$ cat src/rtl/spi_arbiter.sv
// spi_arbiter
//   Shares one spi_master between N_REQ word-stream requesters. Grants the
//   bus round-robin per transaction, drives one active-low chip select per
//   requester with programmable setup/hold/gap times, forwards transmit
//   words to the master and routes received words back to the owner.
//
// Ports
//   clk, rst                 clock, asynchronous active-high reset
//   req_valid/last/data      per-requester word stream (data packed by index)
//   req_ready                combinational accept for the granted requester
//   rsp_valid, rsp_data      per-requester response pulse, shared data word
//   grant, ss_n              one-hot owner and active-low chip selects
//   spi_valid_out/data_out   start pulse and transmit word to the master
//   spi_ready_in             master idle
//   spi_valid_in/data_in     master finished a word, received data
//
// State | meaning
// IDLE  | no owner, arbitrating among req_valid
// SETUP | chip select low, waiting SS_SETUP cycles
// SEND  | offering req_ready to the owner
// WAIT  | word in flight, waiting for spi_valid_in
// HOLD  | last word answered, waiting SS_HOLD cycles
// GAP   | chip select high, waiting SS_GAP cycles
module spi_arbiter #(
  parameter int DATA_BITS = 8,
  parameter int N_REQ     = 2,
  parameter int SS_SETUP  = 2,
  parameter int SS_HOLD   = 2,
  parameter int SS_GAP    = 1
) (
  input  logic                       clk,
  input  logic                       rst,
  input  logic [N_REQ-1:0]           req_valid,
  input  logic [N_REQ-1:0]           req_last,
  input  logic [N_REQ*DATA_BITS-1:0] req_data,
  output logic [N_REQ-1:0]           req_ready,
  output logic [N_REQ-1:0]           rsp_valid,
  output logic [DATA_BITS-1:0]       rsp_data,
  output logic [N_REQ-1:0]           grant,
  output logic [N_REQ-1:0]           ss_n,
  output logic                       spi_valid_out,
  output logic [DATA_BITS-1:0]       spi_data_out,
  input  logic                       spi_ready_in,
  input  logic                       spi_valid_in,
  input  logic [DATA_BITS-1:0]       spi_data_in
);

  localparam int T_MAX = (SS_SETUP > SS_HOLD)
                         ? ((SS_SETUP > SS_GAP) ? SS_SETUP : SS_GAP)
                         : ((SS_HOLD > SS_GAP) ? SS_HOLD : SS_GAP);
  localparam int CW = $clog2(T_MAX + 1);
  localparam int PW = (N_REQ > 1) ? $clog2(N_REQ) : 1;

  typedef enum logic [2:0] {IDLE, SETUP, SEND, WAIT, HOLD, GAP} state_t;

  state_t               state;
  logic [CW-1:0]        cnt;
  logic [PW-1:0]        rr_ptr;
  logic [PW-1:0]        g_idx;
  logic                 last_q;

  logic                 pick_any;
  logic [PW-1:0]        pick_idx;
  logic [N_REQ-1:0]     pick_onehot;
  logic [PW-1:0]        next_ptr;
  logic                 accept;
  logic [DATA_BITS-1:0] word_sel;

  // Scan downward so the candidate closest to rr_ptr is written last and wins.
  always_comb begin
    int idx;
    logic [PW-1:0] cand;
    pick_any = 1'b0;
    pick_idx = '0;
    idx      = 0;
    cand     = '0;
    for (int i = N_REQ - 1; i >= 0; i--) begin
      idx  = (int'(rr_ptr) + i) % N_REQ;
      cand = PW'(idx);
      if (req_valid[cand]) begin
        pick_any = 1'b1;
        pick_idx = cand;
      end
    end
  end

  assign pick_onehot = N_REQ'(1) << pick_idx;
  assign next_ptr    = PW'((int'(pick_idx) + 1) % N_REQ);

  assign req_ready = (state == SEND) ? (grant & {N_REQ{spi_ready_in}}) : '0;
  assign accept    = (state == SEND) && spi_ready_in && req_valid[g_idx];
  assign word_sel  = req_data[int'(g_idx)*DATA_BITS +: DATA_BITS];

  always_ff @(posedge clk or posedge rst) begin
    if (rst) begin
      state         <= IDLE;
      cnt           <= '0;
      rr_ptr        <= '0;
      g_idx         <= '0;
      last_q        <= 1'b0;
      grant         <= '0;
      ss_n          <= '1;
      spi_valid_out <= 1'b0;
      spi_data_out  <= '0;
      rsp_valid     <= '0;
      rsp_data      <= '0;
    end else begin
      spi_valid_out <= 1'b0;
      rsp_valid     <= '0;
      case (state)
        IDLE: begin
          if (pick_any) begin
            grant  <= pick_onehot;
            ss_n   <= ~pick_onehot;
            g_idx  <= pick_idx;
            rr_ptr <= next_ptr;
            cnt    <= CW'(SS_SETUP);
            state  <= SETUP;
          end
        end
        SETUP: begin
          cnt <= cnt - CW'(1);
          if (cnt <= CW'(1)) state <= SEND;
        end
        SEND: begin
          if (accept) begin
            spi_data_out  <= word_sel;
            spi_valid_out <= 1'b1;
            last_q        <= req_last[g_idx];
            state         <= WAIT;
          end
        end
        WAIT: begin
          if (spi_valid_in) begin
            rsp_data  <= spi_data_in;
            rsp_valid <= grant;
            if (last_q) begin
              cnt   <= CW'(SS_HOLD);
              state <= HOLD;
            end else begin
              state <= SEND;
            end
          end
        end
        HOLD: begin
          cnt <= cnt - CW'(1);
          if (cnt <= CW'(1)) begin
            ss_n  <= '1;
            grant <= '0;
            cnt   <= CW'(SS_GAP);
            state <= GAP;
          end
        end
        GAP: begin
          cnt <= cnt - CW'(1);
          if (cnt <= CW'(1)) state <= IDLE;
        end
        default: state <= IDLE;
      endcase
    end
  end

endmodule

$ cat config.mk
export PLATFORM = sky130hd
export DESIGN_NAME = spi_arbiter
export DESIGN_NICKNAME = d
export VERILOG_FILES = /design/src/rtl/spi_arbiter.sv
export SDC_FILE = /design/constraint.sdc
export NUM_CORES = 1
export LEC_CHECK = 0
export ABC_AREA = 1
export CORE_ASPECT_RATIO = 0.5
export CORE_UTILIZATION = 30
export CTS_BUF_LIST = sky130_fd_sc_hd__clkbuf_16
export CTS_CLUSTER_DIAMETER = 40
export DETAILED_ROUTE_END_ITERATION = 7
export PLACE_DENSITY = 0.57
export SLEW_MARGIN = 20
export SYNTH_ARGS = -nofsm -noshare
export SYNTH_HDL_FRONTEND = slang
export SYNTH_SLANG_ARGS = --single-unit
$ cat constraint.sdc
create_clock -name clk -period 1.2 [get_ports clk]
set_clock_uncertainty 0.05 [all_clocks]
set_input_delay 0.18 -clock clk [delete_from_list [all_inputs] [get_ports clk]]
set_output_delay 0.18 -clock clk [all_outputs]
set_load 0.02 [all_outputs]
==> out/metrics.cfg <==
[sta]
drv_slew=0
period_minus_slack_ns=1.45
setup-violations-final=30
tns_ns=-4.59
tightest_slew_ns=0.243
slew_headroom_pct=83.8
period_share_pct=121
hold_violations=0
rsz0062_at_grt=true
fmax_mhz=691
finalWorstSetupSlack_ns=-0.247

[min_path]
min_path_type=primary input to asynchronous set/reset pin

[floorplanning]
placeableCoreArea_mm2=0.00462
ios=57
start_util_pct=32.7
die_h_um=52.2
die_w_um=102
placementRows=17
die-area_mm2=0.00533

[power_and_ir_drop]
p_leak_nw=1.23
p_sw_mw=2.98
irDropWorstVdd_uv=1010
power_frac_clock_pct=19.0
pwr-share-seq_pct=24.5
combPwrFrac_pct=56.4
power.density_mw_per_mm2=2810
switching_share_pct=39.6
p_total_mw=7.52
p_int_mw=4.54

[clock_network]
insertion_delay_ns=0.27
cts_buffers=5
clockRootBuffer=clkbuf_16
ctsHtreeMaxLevel=2
ctsHoldBuffers=0
cts_num_sinks=31
max-clock-path-buffers=2
cts_tree=done
path_clk_slew_ns=0.06

[worst_setup_path]
arrival_ns=1.55
crit_type=register to register
path_buf_inv=3
slowest_stage=dfrtp_1
cp_cell_sequence=nor2_4 > buf_4 > buf_6 > buf_6 > nand2_2 > a21o_4 > nand4_1 > nand2_1
worst_setup_path_start_kind=register
crit_family=flip-flops
cp_max_fo=5
critPathCaptureType=register
slowest_delay_ns=0.41
crit_top_cell=buf_6
critical_path_required_ns=1.31

[synthesis]
synthDistinctLibCells=26
yosys_warnings=0
synth_area_mm2=0.00151
synth_cells=159
ys_seq_area_share_pct=51.6
syn_nets=194
ys_ff_latch=31
syn_area_per_cell_um2=9.49

[placed_design]
dp.cells=299
dp_hpwl_um=2780
routabilityCongestion=0.802
place_area_mm2=0.00232
port_buffers=56

[finish]
diodes=0
final_cell_mix=clkdlybuf4s50_1, dfrtp_1, nor2_1
final_util_pct=57.9
final_nets=283
fin_cells=315
drive_gt1_share_pct=43.8
postLayoutCellArea_mm2=0.00267
syn_to_final_growth_pct=77.2
final_common_cell=clkdlybuf4s50_1

[routing]
drt_pass1_iterations=4
via_per_inst=4.52
routedWlPerCell_um=13.1
vias=1424
drc=0
first_iter_violations=19
antenna_left=0
wirelength_um=4140

[job]
maxCapViolCount=0

[global_route]
grt_pass1_vias=1520
antenna_found_initial=0
grt_pass1_wl_um=6950
grt_max_degree=19
grt_usage_pct=17.5
overflow=0

[status]
status=complete, but fails checks
violations=setup timing

## logic make-up after synthesis
logic type	count (synthesis)	synth area share (%)
flops	31	51.6
compound gates	32	13.4
buf+inv	20	6.47
fa+ha+maj	3	2.49
simple gates	65	20.1
mux	8	5.97
## state kept, by name (all words and copies together), names as in the netlist
register       cells
rsp_data           8
spi_data_out       8
state              3
cnt                2
grant              2
rsp_valid          2
ss_n               2
g_idx              1
last_q             1
rr_ptr             1
spi_valid_out      1
## synth_stat cells (all sizes together)
cell type / instances / area share [%]
a21oi: 3 / 1.7
o22ai: 2 / 0.83
o21a: 9 / 4.5
clkbuf: 1 / 0.25
inv: 15 / 3.7
buf: 4 / 2.5
or2: 1 / 0.41
mux2: 8 / 6.0
nand3: 4 / 2.2
nand2: 23 / 5.7
dfstp: 2 / 3.5
o21ai: 16 / 5.3
nor3: 1 / 0.33
nor2: 32 / 9.5
nand4: 4 / 2.1
a21o: 1 / 0.50
dfrtp: 29 / 48
o211ai: 1 / 0.50
ha: 3 / 2.5
## per-layer routing
| layer | vias to the layer above | routed length (um) | track usage [%] |
|---|---|---|---|
| met1 | 699 | 1800 | 20.6 |
| met3 | 4 | 120 | 4.44 |
| li1 | 697 | - | - |
| met2 | 24 | 2190 | 31.9 |
| met5 | - | 0 | 0 |
| met4 | 0 | 33 | 5.00 |
## power groups by stage
stage | clock network, mW | logic (mW) | registers [mW]
after floorplan | 0 | 1.56 | 2.28
after global placement | 0 | 3.59 | 1.83
after detailed placement | 0 | 3.62 | 1.85
after CTS | 1.46 | 4.23 | 1.85
after global routing | 1.52 | 4.58 | 1.91
final | 1.43 | 4.25 | 1.85
## through the flow
step	setup slack (ns)	hold slack, ns
after global placement	-0.564	0.424
after global routing	-0.295	0.207
final	-0.247	0.177
after floorplan	-0.0684	0.232
after detailed placement	-0.582	0.428
after CTS	-0.244	0.178
## worst register-to-register path, stage by stage (launching register included)
cell	delay, ns
dfrtp_1	0.41
nor2_4	0.17
buf_4	0.13
buf_6	0.08
buf_6	0.08
nand2_2	0.05
a21o_4	0.22
nand4_1	0.08
nand2_1	0.06
## final timing paths
| check | cells after the start | from | slack, ns | to |
|---|---|---|---|---|
| setup reg to reg | 8 | state[0] | -0.25 | state[1] |
| min in group clk | 1 | spi_data_out[7] | 0.44 | spi_data_out[7] |
| hold / removal | 3 | rst | 0.18 | rsp_data[4] |
| hold reg to reg | 1 | spi_data_out[7] | 0.44 | spi_data_out[7] |
| setup / recovery | 8 | state[0] | -0.25 | state[1] |
| max in group asynchronous | 3 | rst | 0.67 | ss_n[0] |
## final cells by class
type,count,area (um^2)
fill,394,1940
timing repair buffer,87,788
clock inverter,3,43.8
clock buffer,5,125
sequential,31,778
multi-input combinational,108,795
tap,66,82.6
inverter,15,61.3
## what timing repair did
| item | in CTS | in global routing |
|---|---|---|
| gates cloned | 2 | 0 |
| setup endpoints to repair | 53 | 48 |
| setup buffers | 9 | 2 |
| endpoints found under the hold margin | 0 | 0 |
| gates resized for setup | 111 | 38 |
| pin swaps | 14 | 7 |
Note: power is estimated with default switching activity, not from simulation.
